File: config.mk
export PLATFORM = sky130hd
export DESIGN_NAME = mem_ctrl_flat
export DESIGN_NICKNAME = d
export VERILOG_FILES = /design/src/rtl/mem_ctrl_if.sv /design/src/rtl/mem_ctrl.sv /design/src/flat_wrapper.sv
export SDC_FILE = /design/constraint.sdc
export NUM_CORES = 1
export LEC_CHECK = 0
export BUFFER_PORTS_ARGS = -buffer_cell sky130_fd_sc_hd__clkbuf_2
export CAP_MARGIN = 30
export CELL_PAD_IN_SITES_DETAIL_PLACEMENT = 1
export CELL_PAD_IN_SITES_GLOBAL_PLACEMENT = 1
export CORE_MARGIN = 5
export CORE_UTILIZATION = 38
export CTS_CLUSTER_SIZE = 12
export DETAILED_ROUTE_END_ITERATION = 8
export PLACE_DENSITY_LB_ADDON = 0.08
export REMOVE_ABC_BUFFERS = 1
export SYNTH_ARGS = -nofsm -noshare
export SYNTH_HDL_FRONTEND = slang
export SYNTH_SLANG_ARGS = --single-unit
export TNS_END_PERCENT = 50
File: constraint.sdc
create_clock -name clk -period 6.6 [get_ports clk]
set_input_delay 0.33 -clock clk [delete_from_list [all_inputs] [get_ports clk]]
set_output_delay 0.33 -clock clk [all_outputs]
set_load 0.005 [all_outputs]
File: src/rtl/mem_ctrl_if.sv
// Bus bundle for mem_ctrl: fetch handshake, data load/store port and the
// byte-wide synchronous RAM bus. The controller uses the slave modport.
interface mem_ctrl_if #(
    parameter int unsigned ADDR_W = 32
);
    // Instruction-fetch handshake
    logic              inst_fe;
    logic [ADDR_W-1:0] inst_fpc;
    logic [31:0]       inst_o;
    logic              inst_ok;
    logic [ADDR_W-1:0] inst_pc;
    // Data load/store port
    logic              mem_req;
    logic              mem_we;
    logic [1:0]        mem_sel;
    logic [ADDR_W-1:0] mem_addr;
    logic [31:0]       mem_wdata;
    logic [31:0]       mem_rdata;
    logic              mem_ok;
    // Byte-wide RAM bus and IO back-pressure
    logic [7:0]        ram_din;
    logic [7:0]        ram_dout;
    logic [ADDR_W-1:0] ram_a;
    logic              ram_wr;
    logic              io_buffer_full;

    modport slave (
        input  inst_fe, inst_fpc, mem_req, mem_we, mem_sel, mem_addr, mem_wdata,
               ram_din, io_buffer_full,
        output inst_o, inst_ok, inst_pc, mem_rdata, mem_ok, ram_dout, ram_a, ram_wr
    );

    modport master (
        output inst_fe, inst_fpc, mem_req, mem_we, mem_sel, mem_addr, mem_wdata,
               ram_din, io_buffer_full,
        input  inst_o, inst_ok, inst_pc, mem_rdata, mem_ok, ram_dout, ram_a, ram_wr
    );
endinterface

File: src/rtl/mem_ctrl.sv
// mem_ctrl: serialises instruction fetches and data loads/stores onto a
// byte-wide synchronous RAM. Data requests win over fetches.
// Optional feature macro: UART_FULL_STALL_EN -- IO-region stores wait for
// io_buffer_full to drop before each byte write.
module mem_ctrl #(
    parameter int unsigned ADDR_W  = 32,
    parameter logic [1:0]  IO_MASK = 2'b11
) (
    input  logic       clk,
    input  logic       rst,
    mem_ctrl_if.slave  bus
);
    localparam int unsigned DATA_W = 32;
    localparam int unsigned CNT_W  = 3;

    typedef enum logic [2:0] {
        S_IDLE,
        S_FETCH,
        S_LOAD,
        S_STORE,
        S_DONE
    } state_t;

    state_t              r_state,   w_state_nxt;
    logic [CNT_W-1:0]    r_cnt,     w_cnt_nxt;
    logic [CNT_W-1:0]    r_len,     w_len_nxt;
    logic [ADDR_W-1:0]   r_base,    w_base_nxt;
    logic [DATA_W-1:0]   r_wdata,   w_wdata_nxt;
    logic [DATA_W-1:0]   r_buf,     w_buf_nxt;
    logic                r_is_fetch, w_is_fetch_nxt;

    logic [DATA_W-1:0]   r_inst_o;
    logic [ADDR_W-1:0]   r_inst_pc;
    logic [DATA_W-1:0]   r_mem_rdata;
    logic                r_inst_ok;
    logic                r_mem_ok;
    logic [ADDR_W-1:0]   r_ram_a,    w_ram_a_nxt;
    logic [7:0]          r_ram_dout, w_ram_dout_nxt;
    logic                r_ram_wr,   w_ram_wr_nxt;
    logic                w_busy_nxt;
    logic                w_done_nxt;
    logic                w_is_io;
    logic                w_stall;

    // Byte count of an access: byte, half, word (sel 11 behaves as word)
    function automatic logic [CNT_W-1:0] len_of(input logic [1:0] sel);
        case (sel)
            2'b00:   len_of = CNT_W'(1);
            2'b01:   len_of = CNT_W'(2);
            default: len_of = CNT_W'(4);
        endcase
    endfunction

    // IO-region store back-pressure
    assign w_is_io = (r_base[17:16] == IO_MASK);
`ifdef UART_FULL_STALL_EN
    assign w_stall = (r_state == S_STORE) && w_is_io && bus.io_buffer_full;
`else
    logic [1:0] w_unused_io;
    assign w_unused_io = {w_is_io, bus.io_buffer_full};
    assign w_stall     = 1'b0;
`endif

    // Next-state, datapath and next-output computation
    always_comb begin
        w_state_nxt    = r_state;
        w_cnt_nxt      = r_cnt;
        w_len_nxt      = r_len;
        w_base_nxt     = r_base;
        w_wdata_nxt    = r_wdata;
        w_buf_nxt      = r_buf;
        w_is_fetch_nxt = r_is_fetch;

        case (r_state)
            S_IDLE: begin
                w_cnt_nxt = '0;
                w_buf_nxt = '0;
                if (bus.mem_req) begin
                    w_state_nxt    = bus.mem_we ? S_STORE : S_LOAD;
                    w_base_nxt     = bus.mem_addr;
                    w_len_nxt      = len_of(bus.mem_sel);
                    w_wdata_nxt    = bus.mem_wdata;
                    w_is_fetch_nxt = 1'b0;
                end else if (bus.inst_fe) begin
                    w_state_nxt    = S_FETCH;
                    w_base_nxt     = bus.inst_fpc;
                    w_len_nxt      = CNT_W'(4);
                    w_is_fetch_nxt = 1'b1;
                end
            end
            S_FETCH, S_LOAD: begin
                // byte cnt-1 was addressed last cycle and is on ram_din now
                if (r_cnt != '0) begin
                    w_buf_nxt[{2'(r_cnt - CNT_W'(1)), 3'b000} +: 8] = bus.ram_din;
                end
                if (r_cnt == r_len) begin
                    w_state_nxt = S_DONE;
                end else begin
                    w_cnt_nxt = r_cnt + CNT_W'(1);
                end
            end
            S_STORE: begin
                if (!w_stall) begin
                    if (r_cnt == r_len - CNT_W'(1)) begin
                        w_state_nxt = S_DONE;
                    end else begin
                        w_cnt_nxt = r_cnt + CNT_W'(1);
                    end
                end
            end
            S_DONE: begin
                w_state_nxt = S_IDLE;
            end
            default: begin
                w_state_nxt = S_IDLE;
            end
        endcase

        w_busy_nxt     = ((w_state_nxt == S_FETCH) || (w_state_nxt == S_LOAD) ||
                          (w_state_nxt == S_STORE)) && (w_cnt_nxt < w_len_nxt);
        w_ram_a_nxt    = w_busy_nxt ? (w_base_nxt + ADDR_W'(w_cnt_nxt)) : '0;
        w_ram_wr_nxt   = (w_state_nxt == S_STORE);
        w_ram_dout_nxt = w_ram_wr_nxt ? w_wdata_nxt[{2'(w_cnt_nxt), 3'b000} +: 8] : 8'h00;
        w_done_nxt     = (w_state_nxt == S_DONE) && (r_state != S_DONE);
    end

    // State, datapath and registered outputs
    always_ff @(posedge clk or posedge rst) begin
        if (rst) begin
            r_state     <= S_IDLE;
            r_cnt       <= '0;
            r_len       <= CNT_W'(4);
            r_base      <= '0;
            r_wdata     <= '0;
            r_buf       <= '0;
            r_is_fetch  <= 1'b0;
            r_inst_o    <= '0;
            r_inst_pc   <= '0;
            r_mem_rdata <= '0;
            r_inst_ok   <= 1'b0;
            r_mem_ok    <= 1'b0;
            r_ram_a     <= '0;
            r_ram_dout  <= '0;
            r_ram_wr    <= 1'b0;
        end else begin
            r_state    <= w_state_nxt;
            r_cnt      <= w_cnt_nxt;
            r_len      <= w_len_nxt;
            r_base     <= w_base_nxt;
            r_wdata    <= w_wdata_nxt;
            r_buf      <= w_buf_nxt;
            r_is_fetch <= w_is_fetch_nxt;
            r_inst_ok  <= w_done_nxt && w_is_fetch_nxt;
            r_mem_ok   <= w_done_nxt && !w_is_fetch_nxt;
            r_ram_a    <= w_ram_a_nxt;
            r_ram_dout <= w_ram_dout_nxt;
            r_ram_wr   <= w_ram_wr_nxt;
            if (w_done_nxt && (r_state == S_FETCH)) begin
                r_inst_o  <= w_buf_nxt;
                r_inst_pc <= w_base_nxt;
            end
            if (w_done_nxt && (r_state == S_LOAD)) begin
                r_mem_rdata <= w_buf_nxt;
            end
        end
    end

    assign bus.inst_o    = r_inst_o;
    assign bus.inst_pc   = r_inst_pc;
    assign bus.inst_ok   = r_inst_ok;
    assign bus.mem_rdata = r_mem_rdata;
    assign bus.mem_ok    = r_mem_ok;
    assign bus.ram_a     = r_ram_a;
    assign bus.ram_dout  = r_ram_dout;
    // A stalled IO byte cycle must not strobe the RAM
    assign bus.ram_wr    = r_ram_wr & ~w_stall;
endmodule
File: src/flat_wrapper.sv
// flat-port wrapper written by rule: the top's interface ports become plain ports
module mem_ctrl_flat 
#(
    parameter int unsigned ADDR_W  = 32,
    parameter logic [1:0]  IO_MASK = 2'b11
)
  (clk, rst, bus_inst_fe, bus_inst_fpc, bus_mem_req, bus_mem_we, bus_mem_sel, bus_mem_addr, bus_mem_wdata, bus_ram_din, bus_io_buffer_full, bus_inst_o, bus_inst_ok, bus_inst_pc, bus_mem_rdata, bus_mem_ok, bus_ram_dout, bus_ram_a, bus_ram_wr);
  mem_ctrl_if #(.ADDR_W(ADDR_W)) bus_i ();
  input  logic clk;
  input  logic rst;
  input wire logic [$bits(bus_i.inst_fe)-1:0] bus_inst_fe;
  input wire logic [$bits(bus_i.inst_fpc)-1:0] bus_inst_fpc;
  input wire logic [$bits(bus_i.mem_req)-1:0] bus_mem_req;
  input wire logic [$bits(bus_i.mem_we)-1:0] bus_mem_we;
  input wire logic [$bits(bus_i.mem_sel)-1:0] bus_mem_sel;
  input wire logic [$bits(bus_i.mem_addr)-1:0] bus_mem_addr;
  input wire logic [$bits(bus_i.mem_wdata)-1:0] bus_mem_wdata;
  input wire logic [$bits(bus_i.ram_din)-1:0] bus_ram_din;
  input wire logic [$bits(bus_i.io_buffer_full)-1:0] bus_io_buffer_full;
  output wire logic [$bits(bus_i.inst_o)-1:0] bus_inst_o;
  output wire logic [$bits(bus_i.inst_ok)-1:0] bus_inst_ok;
  output wire logic [$bits(bus_i.inst_pc)-1:0] bus_inst_pc;
  output wire logic [$bits(bus_i.mem_rdata)-1:0] bus_mem_rdata;
  output wire logic [$bits(bus_i.mem_ok)-1:0] bus_mem_ok;
  output wire logic [$bits(bus_i.ram_dout)-1:0] bus_ram_dout;
  output wire logic [$bits(bus_i.ram_a)-1:0] bus_ram_a;
  output wire logic [$bits(bus_i.ram_wr)-1:0] bus_ram_wr;
  assign bus_i.inst_fe = bus_inst_fe;
  assign bus_i.inst_fpc = bus_inst_fpc;
  assign bus_i.mem_req = bus_mem_req;
  assign bus_i.mem_we = bus_mem_we;
  assign bus_i.mem_sel = bus_mem_sel;
  assign bus_i.mem_addr = bus_mem_addr;
  assign bus_i.mem_wdata = bus_mem_wdata;
  assign bus_i.ram_din = bus_ram_din;
  assign bus_i.io_buffer_full = bus_io_buffer_full;
  assign bus_inst_o = bus_i.inst_o;
  assign bus_inst_ok = bus_i.inst_ok;
  assign bus_inst_pc = bus_i.inst_pc;
  assign bus_mem_rdata = bus_i.mem_rdata;
  assign bus_mem_ok = bus_i.mem_ok;
  assign bus_ram_dout = bus_i.ram_dout;
  assign bus_ram_a = bus_i.ram_a;
  assign bus_ram_wr = bus_i.ram_wr;
  mem_ctrl #(.ADDR_W(ADDR_W), .IO_MASK(IO_MASK)) u_core (.clk(clk), .rst(rst), .bus(bus_i));
endmodule
==> summary.txt <==
Detailed routing
  • DRC viols: 0
  • Detailed Routing Iterations Pass 1: 4
  • Vias: 8202
  • Post-DRT Antenna Nets: 0
  • Detailed-route wire length: about 31000 um
  • Top layer used by detailed routing: met5
  • Routed wl met2: 14600 um
  • Initial drt markers: between 300 and 400
  • Post-Route M1 WL: roughly 13000 um
  • Metal3 WL: 2290 um
  • Vias per inst: 5.13
  • Drt wl/cell: 19.3 um

Floorplan
  • I/O pins: 251
  • Row count: 61
  • Die Span Y: 178 um
  • Die Width: 178 um
  • Initial Util: ~38%
  • Full die area: 31600 sq um
  • Core Region: 27800 sq um

Yosys
  • Synth top area share: approximately 57%
  • Unique masters post-synth: 68
  • Cells after Synth: 966
  • Post-synth ARST share: 100%
  • Register area share after synthesis: 57.4%
  • Post-synth EDFFs: 0
  • Synth cell count leaders: dfrtp_1, nand2_1, o21ai_0, mux2_2, inv_1
  • Avg Inst Size Synth: about 11 sq um
  • Area contributors post-synth: dfrtp_1, mux2_2, o21ai_0, nand2_1, a22oi_1
  • Synth area leader: dfrtp_1
  • Synthesized area: roughly 11000 sq um
  • Synth Register Bits: ~250
  • YS warnings: 0
  • Most frequent cell after synthesis: dfrtp_1
  • Primary FF master, synth: dfrtp_1

Critical path
  • CP top delay family: simple AND/OR/NAND/NOR gates
  • Crit path buffers/inverters: 1
  • CP max-delay cell: or4b_4
  • Reg2Reg Setup Slack: 2.02 ns
  • Worst-path cell chain: or4b_4, buf_4, o22ai_1, nor2_1, ha_1, a21oi_1, nand3b_1, or4_1, or4_1, a21oi_1
  • Reg2reg end: u_core.bus.ram_a[31]$_DFF_PP0_
  • Critical Path Start Type: flop
  • Crit end category: flop
  • Worst path max stage delay: 0.91 ns
  • Worst-case reg-to-reg path depth: 10
  • Arr. time, crit path: 5.03 ns
  • WS Path Type: flop to flop
  • WP data required: just over 7 ns
  • R2r startpoint: u_core.r_state[0]$_DFF_PP0_
  • CP Max Fanout: 44

Timing
  • Fmax: around 0.22 GHz
  • Worst Tran Pin Value: 0.970 ns
  • Slew HR: 35.2%
  • WHS: -0.0230 ns
  • Hold Vio Cnt, Final: 14
  • Fin Clk Skew: 0.0148 ns
  • Tmin final: 4.58 ns
  • Setup_tns: 0 ns
  • Period utilisation layout: 69.3%
  • Final worst slack: about 2 ns
  • Final Max Slew Viols: 0
  • RSZ-0062 raised after global routing: no
  • Setup violators final: 0

Global routing
  • First-pass GRT wire length: about 48000 um
  • Largest net degree at the start of global routing: 134
  • Initial antenna violation count: 8
  • Number of global-route vias before repair: about 8700
  • Gr ovfl total: 0
  • GRT Util Overall: approximately a fifth

Pwr
  • PwrDens: between 500 and 600 nW/um^2
  • Tot Pwr: 6.98 mW
  • P_leak: 6.50 nW
  • Worst vdd ir: around 0.00024 V

Clock tree
  • Clock Tree Buf Depth: 3
  • Clk slew on worst S/H paths: 0.06 ns
  • Post-cts sizing count: 0
  • Root buf cell: clkbuf_16
  • Sinks on Clock Net: 245
  • Post-CTS Setup Repair Bufs: 0
  • Clock Latency Late Sink: 0.54 ns
  • H-tree level count: 1
  • Cts hold-fix bufs: 0
  • CTS tree: done
  • Total CTS buffers: 28

Placement
  • PortBufs: 249
  • Gpl congestion: 0.776
  • Post-Place Cells: 1545
  • Placed Instance Area: 12200 sq um
  • DPL Wire Length: 21600 um
  • DP Worst Slack: 2.05 ns

Status
  • Outcome: finished with violations
  • Failing checks: negative hold slack

Finish
  • Nets@finish: between 1000 and 1500
  • Synth-to-layout area growth: 23.7%
  • Final Util: 47.6%
  • Final non-filler cell total: 1600
  • Layout cells sized above 1: 33.5%
  • Design area: 13200 sq um

Hold path
  • Worst min-delay path class: primary input to async pin

Job
  • Max-cap violations: 0
[state kept, by name, indices dropped and copies added (netlist names)]
register,flops
u_core.bus.inst_o,32
u_core.bus.inst_ok,1
u_core.bus.inst_pc,32
u_core.bus.mem_ok,1
u_core.bus.mem_rdata,32
u_core.bus.ram_a,32
u_core.bus.ram_dout,8
u_core.bus.ram_wr,1
u_core.r_base,32
u_core.r_buf,32
u_core.r_cnt,3
u_core.r_is_fetch,1
u_core.r_len,3
u_core.r_state,3
u_core.r_wdata,32
[report_power, final]
group          total, mW  leakage [nW]  switching [mW]  internal (mW)
clock network       1.60         0.482           0.621          0.980
registers           2.44          3.12           0.320           2.12
logic               2.95          2.90            1.74           1.20
total               6.98          6.50            2.68           4.30
[cells in the final DEF (no fill, tap or decap), types with 14 or more instances in the layout]
cell and instances:
clkbuf_16 29, nor3_1 14, dfrtp_1 244, o21ai_0 86, a21oi_1 37, o22ai_1 25
mux2_2 60, clkbuf_2 249, a22oi_1 33, inv_1 52, nor2_1 51, nand2_1 105
[cells by family after synthesis]
logic type,Yosys count,synth area share [%]
AO/OA/AOI/OAI,246,14.9
XOR/XNOR,17,1.52
adder cells (fa/ha/maj),13,1.59
buffers and inverters,113,4.75
flip-flops,245,57.4
multiplexers,66,6.94
AND/OR/NAND/NOR,266,12.9
[how the worst max path moves through the flow]
stage / startpoint / to / slack (ns) / depth (start not counted)
6_report: u_core.r_state[0]$_DFF_PP0_ / u_core.bus.ram_a[31]$_DFF_PP0_ / 2.02 / 10
5_1_grt: u_core.r_cnt[0]$_DFF_PP0_ / u_core.bus.ram_a[25]$_DFF_PP0_ / 1.69 / 13
4_1_cts: u_core.r_len[0]$_DFF_PP0_ / u_core.bus.ram_a[31]$_DFF_PP0_ / 2.04 / 15
3_5_place_dp: u_core.r_state[0]$_DFF_PP0_ / u_core.bus.ram_a[31]$_DFF_PP0_ / 2.05 / 10
3_3_place_gp: u_core.r_state[0]$_DFF_PP0_ / u_core.bus.ram_a[25]$_DFF_PP0_ / 2.16 / 10
2_1_floorplan: rst / u_core.bus.inst_o[0]$_DFFE_PP0P_ / -0.46 / 1
[routing by layer]
layer  track usage [%]  vias to the layer above
li1                  -                     3888
met1              24.4                     4043
met2              31.5                      199
met3              6.22                       60
met4              5.16                       12
met5                 0                        -
[cell type report]
type                    count  area, sq um
fillers                  3132        14600
well taps                 378          473
repair buffers            262         1380
multi-input cells         608         4060
inverters                  53          206
flip-flops and latches    245         6130
diodes                      3         7.51
clock inverters             8         96.3
clock buffers              43          868
[tightest hold or removal path, stage by stage]
cell and delay [ns]:
clkbuf_2 0.12, inv_8 0.06, buf_16 0.47
No activity file was read; power rests on OpenSTA's default activity.
